<file path="src/rtl/udp_pkg.sv">
// rtl/udp_pkg.sv - shared UDP TX arbiter types and constants
package udp_pkg;

  localparam int UDP_HDR_BYTES = 8;
  localparam int UDP_FIELD_W   = 16;

  typedef enum logic [1:0] {
    ST_IDLE    = 2'd0,
    ST_HDR     = 2'd1,
    ST_PAYLOAD = 2'd2
  } state_e;

endpackage

</file>
<file path="src/rtl/rr_arbiter.sv">
// rtl/rr_arbiter.sv - combinational rotate-priority pick starting after ptr
module rr_arbiter #(
  parameter int NUM_SRC = 4,
  parameter int IDX_W   = $clog2(NUM_SRC)
) (
  input  logic [NUM_SRC-1:0] req,
  input  logic [IDX_W-1:0]   ptr,
  output logic [NUM_SRC-1:0] grant,
  output logic [IDX_W-1:0]   grant_idx,
  output logic               any
);

  logic [IDX_W-1:0] cand_idx;

  // Walk offsets from farthest to nearest so the source right after ptr overwrites last and wins.
  always_comb begin
    grant     = '0;
    grant_idx = '0;
    any       = 1'b0;
    cand_idx  = '0;
    for (int i = NUM_SRC; i >= 1; i--) begin
      cand_idx = IDX_W'((int'(ptr) + i) % NUM_SRC);
      if (req[cand_idx]) begin
        grant           = '0;
        grant[cand_idx] = 1'b1;
        grant_idx       = cand_idx;
        any             = 1'b1;
      end
    end
  end

endmodule

</file>
<file path="src/rtl/udp_tx_arbiter.sv">
// rtl/udp_tx_arbiter.sv - round-robin share of one UDP TX header+payload path
module udp_tx_arbiter
  import udp_pkg::*;
#(
  parameter int AXI_DATA_WIDTH = 8,
  parameter int NUM_SRC        = 4,
  parameter int IDX_W          = $clog2(NUM_SRC)
) (
  input  logic                              i_clk,
  input  logic                              i_reset,
  input  logic [NUM_SRC-1:0]                s_hdr_tvalid,
  output logic [NUM_SRC-1:0]                s_hdr_trdy,
  input  logic [16*NUM_SRC-1:0]             s_udp_src_port,
  input  logic [16*NUM_SRC-1:0]             s_udp_dst_port,
  input  logic [16*NUM_SRC-1:0]             s_udp_length,
  input  logic [AXI_DATA_WIDTH*NUM_SRC-1:0] s_axis_tdata,
  input  logic [NUM_SRC-1:0]                s_axis_tvalid,
  input  logic [NUM_SRC-1:0]                s_axis_tlast,
  output logic [NUM_SRC-1:0]                s_axis_trdy,
  output logic                              m_udp_hdr_tvalid,
  input  logic                              m_udp_hdr_trdy,
  output logic [15:0]                       m_udp_src_port,
  output logic [15:0]                       m_udp_dst_port,
  output logic [15:0]                       m_udp_length,
  output logic [AXI_DATA_WIDTH-1:0]         m_axis_tdata,
  output logic                              m_axis_tvalid,
  output logic                              m_axis_tlast,
  input  logic                              m_axis_trdy,
  output logic [IDX_W-1:0]                  o_grant_idx,
  output logic                              o_busy
);

  state_e                 state_q, state_d;
  logic [IDX_W-1:0]       ptr_q, ptr_d;
  logic [IDX_W-1:0]       grant_idx_q, grant_idx_d;
  logic [UDP_FIELD_W-1:0] src_port_q, src_port_d;
  logic [UDP_FIELD_W-1:0] dst_port_q, dst_port_d;
  logic [UDP_FIELD_W-1:0] length_q, length_d;

  logic [NUM_SRC-1:0] win_onehot;
  logic [IDX_W-1:0]   win_idx;
  logic               win_any;
  logic               in_payload;

  rr_arbiter #(
    .NUM_SRC (NUM_SRC),
    .IDX_W   (IDX_W)
  ) u_rr_arbiter (
    .req       (s_hdr_tvalid),
    .ptr       (ptr_q),
    .grant     (win_onehot),
    .grant_idx (win_idx),
    .any       (win_any)
  );

  // Reset masks every handshake output in the same cycle, even mid-packet.
  always_comb begin
    in_payload       = (state_q == ST_PAYLOAD) && !i_reset;
    m_axis_tdata     = s_axis_tdata[int'(grant_idx_q)*AXI_DATA_WIDTH +: AXI_DATA_WIDTH];
    m_axis_tvalid    = in_payload && s_axis_tvalid[grant_idx_q];
    m_axis_tlast     = in_payload && s_axis_tlast[grant_idx_q];
    s_axis_trdy      = '0;
    if (in_payload) begin
      s_axis_trdy[grant_idx_q] = m_axis_trdy;
    end
    s_hdr_trdy       = ((state_q == ST_IDLE) && win_any && !i_reset) ? win_onehot : '0;
    m_udp_hdr_tvalid = (state_q == ST_HDR) && !i_reset;
    o_busy           = (state_q != ST_IDLE) && !i_reset;
  end

  always_comb begin
    state_d     = state_q;
    ptr_d       = ptr_q;
    grant_idx_d = grant_idx_q;
    src_port_d  = src_port_q;
    dst_port_d  = dst_port_q;
    length_d    = length_q;
    case (state_q)
      ST_IDLE: begin
        if (win_any) begin
          src_port_d  = s_udp_src_port[int'(win_idx)*UDP_FIELD_W +: UDP_FIELD_W];
          dst_port_d  = s_udp_dst_port[int'(win_idx)*UDP_FIELD_W +: UDP_FIELD_W];
          length_d    = s_udp_length[int'(win_idx)*UDP_FIELD_W +: UDP_FIELD_W];
          grant_idx_d = win_idx;
          state_d     = ST_HDR;
        end
      end
      ST_HDR: begin
        if (m_udp_hdr_trdy) begin
          state_d = ST_PAYLOAD;
        end
      end
      ST_PAYLOAD: begin
        if (m_axis_tvalid && m_axis_trdy && m_axis_tlast) begin
          ptr_d   = grant_idx_q;
          state_d = ST_IDLE;
        end
      end
      default: state_d = ST_IDLE;
    endcase
  end

  always_ff @(posedge i_clk) begin
    if (i_reset) begin
      state_q     <= ST_IDLE;
      ptr_q       <= IDX_W'(NUM_SRC - 1);
      grant_idx_q <= '0;
      src_port_q  <= '0;
      dst_port_q  <= '0;
      length_q    <= '0;
    end else begin
      state_q     <= state_d;
      ptr_q       <= ptr_d;
      grant_idx_q <= grant_idx_d;
      src_port_q  <= src_port_d;
      dst_port_q  <= dst_port_d;
      length_q    <= length_d;
    end
  end

  assign m_udp_src_port = src_port_q;
  assign m_udp_dst_port = dst_port_q;
  assign m_udp_length   = length_q;
  assign o_grant_idx    = grant_idx_q;

endmodule

</file>
<file path="config.mk">
export PLATFORM = sky130hd
export DESIGN_NAME = udp_tx_arbiter
export DESIGN_NICKNAME = d
export VERILOG_FILES = /design/src/rtl/udp_pkg.sv /design/src/rtl/rr_arbiter.sv /design/src/rtl/udp_tx_arbiter.sv
export SDC_FILE = /design/constraint.sdc
export NUM_CORES = 1
export LEC_CHECK = 0
export ABC_AREA = 0
export CORE_AREA = 8 8 114 116
export CTS_CLUSTER_DIAMETER = 80
export DETAILED_ROUTE_END_ITERATION = 7
export DIE_AREA = 0 0 122 124
export DONT_BUFFER_PORTS = 1
export SETUP_SLACK_MARGIN = 0.4
export SYNTH_ARGS = -nofsm -noshare
export SYNTH_HDL_FRONTEND = slang
export SYNTH_HIERARCHICAL = 1
export SYNTH_SLANG_ARGS = --single-unit
</file>
<file path="constraint.sdc">
create_clock -name i_clk -period 3.2 [get_ports i_clk]
set_clock_uncertainty 0.2 [all_clocks]
set_input_delay 0.64 -clock i_clk [delete_from_list [all_inputs] [get_ports i_clk]]
set_output_delay 0.64 -clock i_clk [all_outputs]
set_load 0.1 [all_outputs]
</file>
==> reports/metrics.yaml <==
ir_drop_uv: 283
fill_cells: 1042
grt.total_usage: 0.192
slew_headroom: 0.167
numCtsBuffers: 5
num_io_pins: 310
cp_max_fo: 6
port_buffers: 0
power_mw: 2.86
drive_above_1_share: 0.492
nets: 666
wl_mm: 16.0
via_per_inst: 6.28
finalHoldViolCount: 0
vias: 3562
path_buf_inv: 3
die_h_um: 124
drt_iter0_markers: 332
pwr_density_cell_nw_per_um2: 553
hold_class: "in2reg"
drcViolationCount: 0
cts_tree: "yes"
dp.cells: 529
whs_path_depth: 1
yosysSeqAreaShare: 0.272
syn-num-nets: 650
ys_types: 40
firstDrtPassIters: 4
syn_area_per_cell_um2: 9.85
path_cells: "clkinvlp_4, ha_4, buf_12, mux2_4, mux2i_4, nand4_1, a31oi_1, nor3b_4, buf_12"
dieArea_um2: 15100
antenna_found_initial: 3
arrival_ns: 2.40
layout_common_cells: "84 x nand2_1, 60 x mux4_2, 50 x dfxtp_1"
crit_path_frequent_cell: "buf_12"
cts.hold.buffers_added: 0
grt_pass1_wl_mm: 21.9
insertion_delay_ns: 0.30
fin_crit_sh: 1.01
r2r_start: "ptr_q[0]"
yosysWarnings: 6
fin_util: 0.463
rsz0062_at_grt: "true"
cts.sink_count: 54
status: "finished, violations left"
ff2ff_path_depth: 12
grt_max_degree: 63
critPathMaxStageDelay_ns: 0.37
grt_pass1_vias: 3570
ant_nets: 0
fin_cells: 567
dp_hpwl_mm: 11.7
drv_cap: 0
place.gp.congestion: 0.871
fmax_mhz: 308
crit_type: "reg2out"
clock_path_buffers: 2
crit_family: "multiplexers"
h-tree-depth: 2
root_buffer: "clkbuf_16"
rows: 39
setup_violations: 10
clk_pin_slew_worst_paths_ns: 0.08
core_um2: 11200
syn_area_um2: 3980
final_max_slew_viol_count: 0
layout_commonest_cell: "nand2_1"
start_util: 0.356
path_depth: 9
endpoint_kind: "output pin"
startpoint: "ptr_q[0]"
worst_slack_ns: -0.0447
max_slew.worst_pin.slew_ns: 1.25
wl_per_cell_um: 28.2
synth-seq-cells: 54
area_growth_pct: 29.8
synthCells: 404
critPathRequiredTime_ns: 2.36
grt_overflow: 0
die_w_um: 122
hp-start: "i_reset"
cp_slowest_cell: "dfxtp_4"
startpoint_type: "flop"
p_leak_nw: 1.75
min_period_ns: 3.24
violations: "negative setup slack"
-- state kept, by name, indices dropped and copies added (netlist names) --
name            count
o_grant_idx         2
ptr_q               2
m_udp_src_port     16
state_q             2
m_udp_dst_port     16
m_udp_length       16
-- metal layers --
layer,track usage,wire (µm),vias up,part of all wire
met5,0,0,-,0
met4,0.0540,224,0,0.014
met3,0.0757,1690,17,0.11
met2,0.334,8400,244,0.53
met1,0.213,5680,1762,0.36
li1,-,-,1539,-
-- cell type report --
cell class | count | area (µm²) | area share
clock inverters | 3 | 48.8 | 0.00944
inverters | 4 | 18.8 | 0.00363
multi-input cells | 306 | 3010 | 0.581
repair buffers | 49 | 691 | 0.134
flip-flops and latches | 54 | 1090 | 0.212
clock buffers | 5 | 125 | 0.0242
diodes | 3 | 7.51 | 0.00145
well taps | 143 | 179 | 0.0346
-- Yosys cell counts (all sizes together) --
cell type / count / share of area
or3b: 2 / 0.0044
o22ai: 3 / 0.0047
nand4: 5 / 0.0079
mux2i: 2 / 0.0050
a31oi: 4 / 0.0063
dfxtp: 54 / 0.27
mux2: 5 / 0.014
ha: 6 / 0.019
inv: 4 / 0.0038
o31ai: 1 / 0.0019
nor3b: 6 / 0.011
nand3b: 1 / 0.0019
a211oi: 1 / 0.0019
nand3: 3 / 0.0038
and3b: 1 / 0.0022
a21oi: 53 / 0.067
nor3: 2 / 0.0025
nor2: 13 / 0.012
o211ai: 2 / 0.0038
a2111oi: 1 / 0.0022
and2: 3 / 0.0047
a221o: 1 / 0.0025
a221oi: 1 / 0.0038
a22o: 1 / 0.0022
mux4: 61 / 0.35
and3: 1 / 0.0016
or4: 1 / 0.0019
buf: 25 / 0.047
a22oi: 4 / 0.0075
clkbuf: 15 / 0.014
xnor2: 1 / 0.0022
nor2b: 1 / 0.0022
o21ai: 6 / 0.0075
nand2b: 2 / 0.0031
nand2: 112 / 0.11
-- power by group --
part           leakage (nW)  internal, mW  switching (mW)
sequential            0.446         0.745           0.573
combinational          1.22         0.410           0.469
clock                0.0820         0.376           0.283
total                  1.75          1.53            1.33
-- final timing paths --
path                            end  slack, ns
setup / recovery      s_hdr_trdy[3]      -0.04
hold / removal       o_grant_idx[0]       0.25
setup reg to reg  m_udp_src_port[4]      -0.02
hold reg to reg          state_q[0]       0.39
-- cells by family after synthesis --
family / share of synthesized area
and+or+nand+nor: 0.165
AOI/OAI and AO/OA: 0.111
muxes: 0.366
DFF: 0.272
buffers and inverters: 0.0651
adders and majority gates: 0.0189
xor gates and xnor gates: 0.00220
-- per-stage QoR --
stage	setup slack (ns)	hold WS [ns]	instance area (µm²)	setup TNS, ns
after floorplan	-0.329	0.306	4190	-3.25
after global placement	0.00168	0.352	4350	0
after detailed placement	-0.0799	0.371	4350	-1.10
after CTS	-0.0641	0.193	4950	-0.195
after global routing	-0.155	0.201	5170	-2.54
final	-0.0447	0.250	5170	-0.136
-- timing repair --
item	in CTS	in global routing
pin swaps	7	8
gates resized for setup	27	56
buffers inserted	16	4
endpoints found under the setup margin	54	56
cloned	7	0
-- worst reg2reg max path: stages, from the launching register on --
cell      delay [ns]
dfxtp_4         0.37
buf_4           0.11
buf_4           0.10
mux4_2          0.50
a221o_1         0.40
a221oi_4        0.27
buf_12          0.17
buf_12          0.11
buf_12          0.09
buf_16          0.12
mux4_2          0.51
nand2_2         0.10
a21oi_2         0.06
No activity file was read; power rests on OpenSTA's default activity.
